**src/rtl/display_control_if.sv**
```systemverilog
// Signal bundle between the value source and the digit-scan driver.
// The driver side uses the slave modport.
interface display_control_if;
    logic [15:0] display_select;
    logic [3:0]  digit_value;
    logic [3:0]  digit_select;

    modport master (output display_select, input digit_value, input digit_select);
    modport slave  (input display_select, output digit_value, output digit_select);
endinterface

```
**src/rtl/display_control.sv**
```systemverilog
// Time-multiplexed 4-digit seven-segment scan driver.
// Each digit is held for CYCLES_PER_DIGIT clocks, and both outputs are registered.
module display_control #(
    parameter int CYCLES_PER_DIGIT = 1,
    parameter int CNT_WIDTH        = 17
) (
    input logic              clk,
    input logic              resetn,
    display_control_if.slave bus
);
    localparam logic [CNT_WIDTH-1:0] CNT_LAST = CNT_WIDTH'(CYCLES_PER_DIGIT - 1);

    logic [CNT_WIDTH-1:0] cnt;
    logic [1:0]           idx;

    always_ff @(posedge clk or negedge resetn) begin
        if (!resetn) begin
            cnt <= '0;
            idx <= 2'd0;
        end else if (cnt == CNT_LAST) begin
            cnt <= '0;
            idx <= idx + 2'd1;
        end else begin
            cnt <= cnt + 1'b1;
        end
    end

    // Outputs are driven from the idx value before the edge, so they trail the scan index by one cycle.
    always_ff @(posedge clk or negedge resetn) begin
        if (!resetn) begin
            bus.digit_value  <= 4'h0;
            bus.digit_select <= 4'b1111;
        end else begin
            bus.digit_value  <= bus.display_select[{idx, 2'b00} +: 4];
            bus.digit_select <= ~(4'b0001 << idx);
        end
    end
endmodule

```
**src/flat_wrapper.sv**
```systemverilog
// flat-port wrapper written by rule: the top's interface ports become plain ports
module display_control_flat 
#(
    parameter int CYCLES_PER_DIGIT = 1,
    parameter int CNT_WIDTH        = 17
)
  (clk, resetn, bus_display_select, bus_digit_value, bus_digit_select);
  display_control_if bus_i ();
  input logic clk;
  input logic resetn;
  input wire logic [$bits(bus_i.display_select)-1:0] bus_display_select;
  output wire logic [$bits(bus_i.digit_value)-1:0] bus_digit_value;
  output wire logic [$bits(bus_i.digit_select)-1:0] bus_digit_select;
  assign bus_i.display_select = bus_display_select;
  assign bus_digit_value = bus_i.digit_value;
  assign bus_digit_select = bus_i.digit_select;
  display_control #(.CYCLES_PER_DIGIT(CYCLES_PER_DIGIT), .CNT_WIDTH(CNT_WIDTH)) u_core (.clk(clk), .resetn(resetn), .bus(bus_i));
endmodule
```
**config.mk**
```make
export PLATFORM = sky130hd
export DESIGN_NAME = display_control_flat
export DESIGN_NICKNAME = d
export VERILOG_FILES = /design/src/rtl/display_control_if.sv /design/src/rtl/display_control.sv /design/src/flat_wrapper.sv
export SDC_FILE = /design/constraint.sdc
export NUM_CORES = 1
export LEC_CHECK = 0
export ABC_CLOCK_PERIOD_IN_PS = 1670
export CAP_MARGIN = 20
export CORE_MARGIN = 1
export CORE_UTILIZATION = 50
export DETAILED_ROUTE_END_ITERATION = 6
export PLACE_DENSITY = 0.77
export SLEW_MARGIN = 10
export SYNTH_ARGS = -nofsm -noshare
export SYNTH_HDL_FRONTEND = slang
export SYNTH_SLANG_ARGS = --single-unit
```
**constraint.sdc**
```tcl
create_clock -name clk -period 1.67 [get_ports clk]
set_input_delay 0.167 -clock clk [delete_from_list [all_inputs] [get_ports clk]]
set_output_delay 0.167 -clock clk [all_outputs]
set_load 0.02 [all_outputs]
```
Word level (Yosys, flattened, before mapping)
Cells that the tools add are included.
- logic and storage cells: 11
- output and inout bits: 8
- register bits after elaboration: 27
- input port bits: 18
- muxes and demuxes: 1
- reductions and logical operators: 1
- add/subtract/negate cells: 2
- bitwise logic cells: 1
- shifts and indexed selects: 2
- operator list (kind ; count):
    17-bit by 1-bit adder with 17-bit output (second input constant) ; 1
    17-bit logical NOT ; 1
    17-bit 2-to-1 mux ; 1
    16-bit by 5-bit variable part select with 4-bit output ; 1
    4-bit NOT ; 1
    1-bit by 2-bit left shift with 4-bit output (first input constant) ; 1
    2-bit by 1-bit adder with 2-bit output (second input constant) ; 1

Logic depth before layout (Yosys ltp)
- depth after elaboration: 2
- mapped depth: 5
- depth with buffers taken out: 5

Least setup slack after synthesis
No wires, ideal clock.
- path type: flip-flop to flip-flop
- start: register u_core.cnt[0]
- end: register u_core.idx[1]
- data required time: 1545 ps
- clock period less this slack: 1397 ps
- setup time: 125 ps
- arrival time: 1272 ps
- cell stages (with the launch flop): 6
- buffers on the path: 0
- path slack: 273 ps
- path through: dfrtp_1 inv_1 ha_1 nor4b_2 nand4_2 mux2_4
- cells in the longest elaborated chain, start to end: 1
- RTL lines (item ; RTL line ; text):
    start: declaration ; display_control.sv:13 ; logic [CNT_WIDTH-1:0] cnt;
    start signal: assignment ; display_control.sv:24 ; cnt <= cnt + 1'b1;
    17-bit logical NOT ; display_control.sv:20 ; end else if (cnt == CNT_LAST) begin
    end signal: assignment ; display_control.sv:22 ; idx <= idx + 2'd1;
    end: declaration ; display_control.sv:14 ; logic [1:0] idx;
Every way passes these cells.
A chain may end at the register's enable or synchronous reset.

Worst setup path in the final report
- start: register u_core.bus.digit_select[0]
- end: output bus_digit_select[0]
- RTL lines (item ; RTL line ; text):
    start: declaration ; display_control_if.sv:9 ; modport slave (input display_select, output digit_value, output digit_select);
    start signal: assignment ; display_control.sv:35 ; bus.digit_select <= ~(4'b0001 << idx);
    end: declaration ; flat_wrapper.sv:13 ; output wire logic [$bits(bus_i.digit_select)-1:0] bus_digit_select;
No word-level cell between the ends.

==> results_tabular.tex <==
\begin{tabular}{lr}
\hline
Metric & Value \\
\hline
\multicolumn{2}{l}{\textbf{Yosys}} \\
Share of the synthesized area in the top cell type & 45.1\% \\
Count of distinct cell types in the synthesized netlist & 22 \\
Proportion of synthesized flip-flops having asynchronous set or reset & 100\% \\
Post-synthesis sequential area ratio & 53.3\% \\
Synthesis Warnings & 0 \\
Count of mapped cells out of synthesis & just under 100 \\
Synthesized flop and latch total & 27 \\
Synthesized area & 1280 sq um \\
Top cells by area in the synthesized netlist & dfrtp\_1 45\%, dfstp\_2 8.2\%, mux4\_2 7.1\%, xor2\_1 6.2\%, ha\_1 5.9\% \\
Post-Syn Area per Cell & 12.9 sq um \\
Most frequently used flop master after synthesis & dfrtp\_1 \\
Synthesized net count & 123 \\
Most frequent cells after synthesis & 23 x dfrtp\_1, 10 x inv\_1, 9 x xor2\_1 \\
Number of synthesized flops with an enable pin & 0 \\
Most repeated cell in the gate-level netlist after synthesis & dfrtp\_1 \\
Synth area leader & dfrtp\_1 \\
\multicolumn{2}{l}{\textbf{Clock network}} \\
CTS root buffer & clkbuf\_4 \\
Clock input transition at the sequential cells of the worst setup and hold paths & 130 ps \\
CTS Buf Count & 3 \\
CTS tree & done \\
Maximum root-to-sink buffer count & 2 \\
Clock net sink count & 27 \\
H-tree depth & 1 \\
Insertion delay to the later sink of the worst-skew pair & 320 ps \\
Post-CTS Setup Bufs & 0 \\
\multicolumn{2}{l}{\textbf{Global routing}} \\
GRT overflow & 0 \\
Wire length of the first global-routing pass & 3.68 mm \\
GR Layer Usage met1 & between 20\% and 30\% \\
Global-route met3 utilization & 5.51\% \\
Maximum number of pins on one net before global-route repair & 28 \\
Met2 track utilization from global routing & 30.6\% \\
Vias in the first global route & 873 \\
Total routing usage reported by global routing & a little under a fifth \\
Number of antenna violations at the first check in global routing & 0 \\
Most utilized layer in the global route result & met2 \\
\multicolumn{2}{l}{\textbf{Placed design}} \\
Buffers added on ports & 25 \\
DPL Wire Length & about 1.7 mm \\
Place WS & between 100 and 150 ps \\
Placed Area & 1570 sq um \\
DP Cell Count & 153 \\
Final weighted congestion of routability-driven global placement & 0.812 \\
\multicolumn{2}{l}{\textbf{Timing}} \\
Final cycle utilization of the critical path & 97.1\% \\
Largest clock skew in the final design & 3.01 ps \\
Pin slew with the least headroom to its limit & 382 ps \\
Hold WS & 191 ps \\
Relative slew margins & 74.5\% \\
Final count of negative-setup-slack endpoints & 0 \\
Maximum frequency from static timing analysis & 617 MHz \\
Pins over their slew limit & 0 \\
Min cycle time layout & around 1600 ps \\
Sum of negative setup slack & 0 ps \\
Final hold violation count & 0 \\
Least setup slack across all paths after layout & between 40 and 50 ps \\
\multicolumn{2}{l}{\textbf{Worst setup path}} \\
Critical path startpoint category & flip-flop \\
Required @ worst endpoint & $\sim$1500 ps \\
Count of buffering cells on the critical path with inverters included & 1 \\
Startpoint-to-endpoint class of the critical path & flip-flop to output port \\
Cell type of the slowest stage on the worst timing path & clkdlybuf4s50\_1 \\
Cell class contributing the biggest share of worst-path delay & buffers and inverters \\
Signal arrival time at the worst endpoint & $\sim$1500 ps \\
Maximum fanout encountered on the critical timing path & 1 \\
Biggest cell delay along the critical path & 600 ps \\
Worst-path cell chain & clkdlybuf4s50\_1 \\
Critical Path Sink Type & output port \\
\multicolumn{2}{l}{\textbf{Floorplanning}} \\
Die Span X & 52.5 um \\
Die H & between 50 and 60 um \\
Core region area & 2320 sq um \\
Standard-cell rows & 17 \\
Starting Density & 55.1\% \\
Ports & 26 \\
Area enclosed by the die boundary & 2760 sq um \\
\multicolumn{2}{l}{\textbf{Final layout}} \\
Post-layout instance count excluding filler cells & 157 \\
Layout overhead on the synthesized area & 25.9\% \\
Number of antenna diodes & 0 \\
Post-Layout Inst Area & 1610 sq um \\
Share of final-layout standard cells stronger than drive strength 1 & 15.5\% \\
Number of fillers in the final layout & roughly 160 \\
Number of nets in the layout & between 150 and 200 \\
Final core utilization & between 60\% and 70\% \\
\multicolumn{2}{l}{\textbf{Route}} \\
Detailed-route wire length & 2.20 mm \\
Detailed-routing iteration count for the pre-antenna-repair pass & 4 \\
Ratio of routed vias to standard cells & between 5 and 6 \\
Detailed-route DRC error count & 0 \\
Average wire length per cell after detail routing & 14.0 um \\
Overall via count from detail\_route & 832 \\
Starting DRT DRC Count & 13 \\
Number of nets with antenna violations after routing & 0 \\
\multicolumn{2}{l}{\textbf{Power}} \\
Leak Pwr & 0.748 nW \\
PnR Total Power & 1.01 mW \\
Maximum vdd drop & 460 uV \\
Power density normalized to cell area & 629 nW/um\^{}2 \\
\multicolumn{2}{l}{\textbf{Run status}} \\
Outcome & complete, no violations \\
\multicolumn{2}{l}{\textbf{Worst hold path}} \\
Class of the tightest hold or removal check & primary input to async pin \\
\multicolumn{2}{l}{\textbf{Flow run}} \\
Max\_cap viols & 0 \\
\hline
\end{tabular}
-- registers in the layout, summed over array words and instances (netlist names) --
name                     flops
u_core.cnt                  17
u_core.bus.digit_select      4
u_core.bus.digit_value       4
u_core.idx                   2
-- logic make-up after synthesis --
kind of cell | count (synthesis) | synth area share [%]
buffers and inverters | 12 | 4.21
adder cells (fa/ha/maj) | 6 | 5.88
AND/OR/NAND/NOR | 33 | 17.4
multiplexers | 5 | 8.23
flip-flops | 27 | 53.3
XOR/XNOR | 16 | 11.0
-- cell type report --
cell class	instances	area, sq um	area share, %
Sequential cell	27	682	42.4
Clock buffer	4	26.3	1.63
Timing Repair Buffer	28	275	17.1
Multi-Input combinational cell	60	552	34.3
Tap cell	28	35.0	2.18
Inverter	10	37.5	2.33
-- worst paths after layout --
kind | start | end | slack [ps] | cells past startpoint
setup / recovery | u_core.bus.digit_select[0] | bus_digit_select[0] | 50 | 1
hold reg to reg | u_core.cnt[16] | u_core.cnt[16] | 490 | 1
hold / removal | resetn | u_core.cnt[11] | 190 | 2
min in group clk | u_core.cnt[16] | u_core.cnt[16] | 490 | 1
setup reg to reg | u_core.cnt[0] | u_core.idx[1] | 100 | 5
max in group asynchronous | resetn | u_core.bus.digit_select[2] | 1180 | 2
-- layer usage --
layer,vias up,wire length (um)
met5,-,0
met4,0,21
met3,3,103
met2,21,1150
met1,407,920
li1,401,-
-- what timing repair did --
item                       CTS  global route
gates resized for setup      0             3
hold buffers                 0             0
setup endpoints to repair    0             2
-- cells in the final DEF (no fill, tap or decap), drive strengths merged --
cell and instances:
clkdlybuf4s50 24, dfrtp 23, inv 10, xor2 9
nor4 9, xnor2 7, nand4 7, ha 6
mux4 4, nand3 4, nand2 4, dfstp 4
clkbuf 4, and2 3, buf 3, nor3 2
nor2 2, and4 1, nor4b 1, mux2 1
dlymetal6s2s 1
-- where the power goes --
part	internal, mW	switching [mW]	leakage, nW	total, mW
combinational	0.0516	0.0261	0.385	0.0776
sequential	0.659	0.00139	0.349	0.660
clock	0.0936	0.179	0.0150	0.273
Note: power is estimated with default switching activity, not from simulation.
==> variant 1 (same settings) <==
`CNT_WIDTH` is set to 17 in 2 places; all go to 13.
--- a/src/rtl/display_control.sv
+++ b/src/rtl/display_control.sv
@@ -2,7 +2,7 @@
 // Each digit is held for CYCLES_PER_DIGIT clocks, and both outputs are registered.
 module display_control #(
     parameter int CYCLES_PER_DIGIT = 1,
-    parameter int CNT_WIDTH        = 17
+    parameter int CNT_WIDTH        = 13
 ) (
     input logic              clk,
     input logic              resetn,
--- a/src/flat_wrapper.sv
+++ b/src/flat_wrapper.sv
@@ -2,7 +2,7 @@
 module display_control_flat 
 #(
     parameter int CYCLES_PER_DIGIT = 1,
-    parameter int CNT_WIDTH        = 17
+    parameter int CNT_WIDTH        = 13
 )
   (clk, resetn, bus_display_select, bus_digit_value, bus_digit_select);
   display_control_if bus_i ();
Formal check against the unedited RTL: no difference found for any inputs over 10 cycles, from zero or initial values and one cycle with resetn low; that may be too few to reach the edited logic, so the function may still have changed.
==> variant 1 against the original RTL <==
- sequential power fell by 15%
- synthesized cell count decreased by 20%
- final area decreased by 12%
- critical endpoint unchanged
- clock skew grew 1.8 ps
- synthesized area decreased by 14%
- wire length shrank 12%
- power shrank 12%
- largest cell class unchanged
- worst setup slack gained 8.8 ps
- first-iteration DRC count shrank 38%
- sequential cell count shrank 4
- via count down 20%
- register-to-register slack better by 50 ps
- core utilization up 1.0 points
- critical path type unchanged
==> variant 1: results (changes against the original RTL) <==
routed_via_density: 4.95  # was 5.30
num_vias: 668  # was 832
largestRegisters: "u_core.cnt (13), u_core.bus.digit_select (4), u_core.bus.digit_value (4)"  # was u_core.cnt (17), u_core.bus.digit_select (4), u_core.bus.digit_value (4)
ys_top_cells_by_area: "dfrtp_1, dfstp_2, mux4_2, ha_1, xnor2_1"  # was dfrtp_1, dfstp_2, mux4_2, xor2_1, ha_1
grt_use_total: 0.198  # was 0.186
reg2reg_slack_ps: 150  # was 100 ps
place_congestion: 0.869  # was 0.812
grt_first_pass_wirelength_um: 3420  # was 3680 µm
grt_pass1_vias: 728  # was 873
cts_resized: 0  # unchanged
drt_iter0_drc: 8  # was 13
async_flop_share: 1.00  # unchanged
skew_ps: 4.77  # was 3.01 ps
relSlewSlack: 0.699  # was 0.745
place_inst: 131  # was 153
clk_pin_slew_worst_paths_ps: 110  # was 130 ps
drive_gt1_frac: 0.185  # was 0.155
place_hpwl_um: 1500  # was 1680 µm
grt_util_met2: 0.306  # about the same
yosysSeqAreaShare: 0.530  # was 0.533
grt_max_degree: 24  # was 28
status: "completed"  # unchanged
yosys-top-cells-count: "dfrtp_1, inv_1, xnor2_1, ha_1"  # was dfrtp_1, inv_1, xor2_1, nor4_1, xnor2_1
p_leak_nw: 0.637  # was 0.748 nW
synth_cells: 79  # was 99
irDropWorstVdd_uv: 477  # was 460 µV
largest_register_ffs: 13  # was 17
grt.met3_usage: 0.0685  # was 0.0551
syn-num-nets: 103  # was 123
use_met1: 0.258  # was 0.226
variant 1: power breakdown:
group | internal (W) | switching [W]
logic | 0.0000516 | 0.0000246
clock network | 0.0000934 | 0.000155
registers | 0.000562 | 0.00000112
variant 1: worst min path at each step:
stage | from | depth (start not counted) | slack (ps) | endpoint
after floorplan | resetn | 0 | -130 | u_core.bus.digit_value[0]
after global placement | u_core.cnt[0] | 1 | 500 | u_core.cnt[0]
after detailed placement | u_core.cnt[0] | 1 | 510 | u_core.cnt[0]
after CTS | resetn | 2 | 180 | u_core.cnt[8]
after global routing | resetn | 2 | 220 | u_core.cnt[5]
final | resetn | 2 | 190 | u_core.cnt[5]
variant 1: cell type report:
cell class                      count  area, µm²
Clock buffer                        4       26.3
Fill cell                         155        593
Inverter                            8       30.0
Multi-Input combinational cell     47        480
Sequential cell                    23        581
Tap cell                           27       33.8
Timing Repair Buffer               26        258
variant 1: cells by family (layout without fill, tap and decap cells):
logic type                 after synthesis  after routing  share of synthesized area
muxes                                    5              5                     0.0959
DFF                                     23             23                      0.530
and+or+nand+nor                         22             22                      0.167
xor gates and xnor gates                12             12                     0.0959
adders and majority gates                6              6                     0.0685
AOI/OAI and AO/OA                        2              2                     0.0114
buffers and inverters                    9             38                     0.0320
variant 1: routing by layer:
layer	share of wire	wire length, µm
met1	0.44	858
met2	0.51	986
met3	0.035	67
met4	0.015	30
met5	0	0
variant 1: through the flow:
stage	cell area [µm²]	setup slack, ps	power (W)
global placement	1380	260	0.000649
floorplan	1100	297	0.000589
finish	1410	57.8	0.000888
CTS	1410	41.6	0.000904
global route	1410	9.93	0.000936
detailed placement	1380	167	0.000651
==> variant 2 (same settings) <==
Without the edit above. Make the reset (`resetn`) synchronous in 2 clocked blocks.
--- a/src/rtl/display_control.sv
+++ b/src/rtl/display_control.sv
@@ -13,7 +13,7 @@
     logic [CNT_WIDTH-1:0] cnt;
     logic [1:0]           idx;
 
-    always_ff @(posedge clk or negedge resetn) begin
+    always_ff @(posedge clk) begin
         if (!resetn) begin
             cnt <= '0;
             idx <= 2'd0;
@@ -26,7 +26,7 @@
     end
 
     // Outputs are driven from the idx value before the edge, so they trail the scan index by one cycle.
-    always_ff @(posedge clk or negedge resetn) begin
+    always_ff @(posedge clk) begin
         if (!resetn) begin
             bus.digit_value  <= 4'h0;
             bus.digit_select <= 4'b1111;
Function: differs if resetn is asserted again (counterexample within 4 cycles, from zero or initial values and one cycle with resetn low); with resetn held inactive, the same outputs for 10 cycles.
==> variant 2 against the original RTL <==
- synthesized area is 5.6% lower
- sequential cell count stayed put
- wire length grew 4.2%
- power rose by 7.5%
- via count grew 14%
- count of clock-buffer cells in the layout down 1
- final area shrank 1.3%
- worst setup slack improved by 54 ps
- clock power shrank 1%
- critical endpoint is now u_core.cnt[16]
- highest routed layer unchanged
==> variant 2: results (changes against the original RTL) <==
cp_slowest_stage_delay_ps: 470  # was 600 ps
ys_top_cells_by_area: "dfxtp_1, mux4_2, xnor2_1, ha_1, nor2_1"  # was dfrtp_1, dfstp_2, mux4_2, xor2_1, ha_1
grt_max_degree: 17  # was 28
crit_slowest_cell: "or4_1"  # was clkdlybuf4s50_1
p_leak_nw: 0.562  # was 0.748 nW
regToRegEndpoint: "u_core.cnt[16]"  # was u_core.idx[1]
async_flop_share: 0  # was 1.00
ys.flop_type: "dfxtp_1"  # was dfrtp_1
hold_violations: 0  # unchanged
drt_iter0_drc: 18  # was 13
nets: 180  # was 154
synth_cell_types: 25  # was 22
cp.arrival_ps: 1840  # was 1450 ps
relSlewSlack: 0.725  # was 0.745
place_congestion: 0.779  # was 0.812
yosysSeqAreaShare: 0.448  # was 0.533
grt_pass1_vias: 958  # was 873
place_hpwl_um: 1770  # was 1680 µm
wire_per_inst_um: 12.5  # was 14.0 µm
synthXorXnorAreaFrac: 0.0944  # was 0.110
num_vias: 951  # was 832
synth.mux.area_fraction: 0.0830  # was 0.0823
status: "completed"  # unchanged
yosys-top-cells-count: "dfxtp_1, nor2_1, xnor2_1, inv_1, nand2_1"  # was dfrtp_1, inv_1, xor2_1, nor4_1, xnor2_1
crit_path_max_fanout: 5  # was 1
yosys.area_share.adder: 0.0622  # was 0.0588
synth_compound_area_frac: 0.0311  # was 0
syn-num-nets: 147  # was 123
worst_r2r_startpoint: "u_core.cnt[8]"  # was u_core.cnt[0]
reg2reg_depth: 4  # was 5
grt_use_total: 0.216  # was 0.186
## variant 2: how the worst max path moves through the flow
stage / slack [ps] / start / endpoint / depth (start not counted)
finish: 100 / u_core.cnt[8] / u_core.cnt[16] / 4
global placement: 100 / u_core.cnt[8] / u_core.cnt[16] / 4
detailed placement: 50 / u_core.cnt[0] / u_core.cnt[16] / 5
CTS: 10 / u_core.cnt[0] / u_core.cnt[16] / 5
global route: 10 / u_core.cnt[0] / u_core.cnt[14] / 5
floorplan: 80 / u_core.cnt[9] / u_core.cnt[16] / 4
## variant 2: stage by stage
stage	setup WS [ps]	util	power, W	cells	hold slack [ps]
after floorplan	84.9	-	0.000756	123	313
after global placement	102	0.690	0.000832	179	455
after detailed placement	47.0	0.690	0.000834	179	478
after CTS	14.5	0.702	0.00110	183	501
after global routing	10.4	0.710	0.00114	183	482
final	103	0.710	0.00109	183	464
## variant 2: routing by layer
| layer | wire [µm] | share of wire | GRT usage |
|---|---|---|---|
| met1 | 973 | 0.42 | 0.242 |
| met2 | 1150 | 0.50 | 0.368 |
| met3 | 115 | 0.050 | 0.0476 |
| met4 | 48 | 0.021 | 0.134 |
| met5 | 0 | 0 | 0 |
## variant 2: cell families after synthesis
group           count (synthesis)
compound gates                  6
xor+xnor                       13
fa+ha+maj                       6
buf+inv                        12
flops                          27
mux                             5
simple gates                   54
## variant 2: final cells by class
class | instances | area share
Sequential cell | 27 | 0.345
Clock buffer | 3 | 0.0142
Clock inverter | 1 | 0.00315
Multi-Input combinational cell | 84 | 0.397
Tap cell | 28 | 0.0221
Timing Repair Buffer | 32 | 0.199
Inverter | 8 | 0.0189
## variant 2: power breakdown
group / internal [W] / switching, W / leakage, nW / total (W)
Clock: 0.0000898 / 0.000179 / 0.0177 / 0.000269
Sequential: 0.000663 / 0.0000172 / 0.223 / 0.000681
Combinational: 0.0000926 / 0.0000450 / 0.321 / 0.000138
## variant 2: repair_timing
| action | 4_1_cts | 5_1_grt |
|---|---|---|
| hold buffers | 0 | 0 |
| resized for setup | 0 | 10 |
| setup endpoints to repair | 0 | 17 |
## variant 2: critical path, delay by kind of cell, from the launching register on
kind / cells / cell delay [ps]
AO/OA/AOI/OAI: 1 / 150
flip-flops: 1 / 400
AND/OR/NAND/NOR: 3 / 980
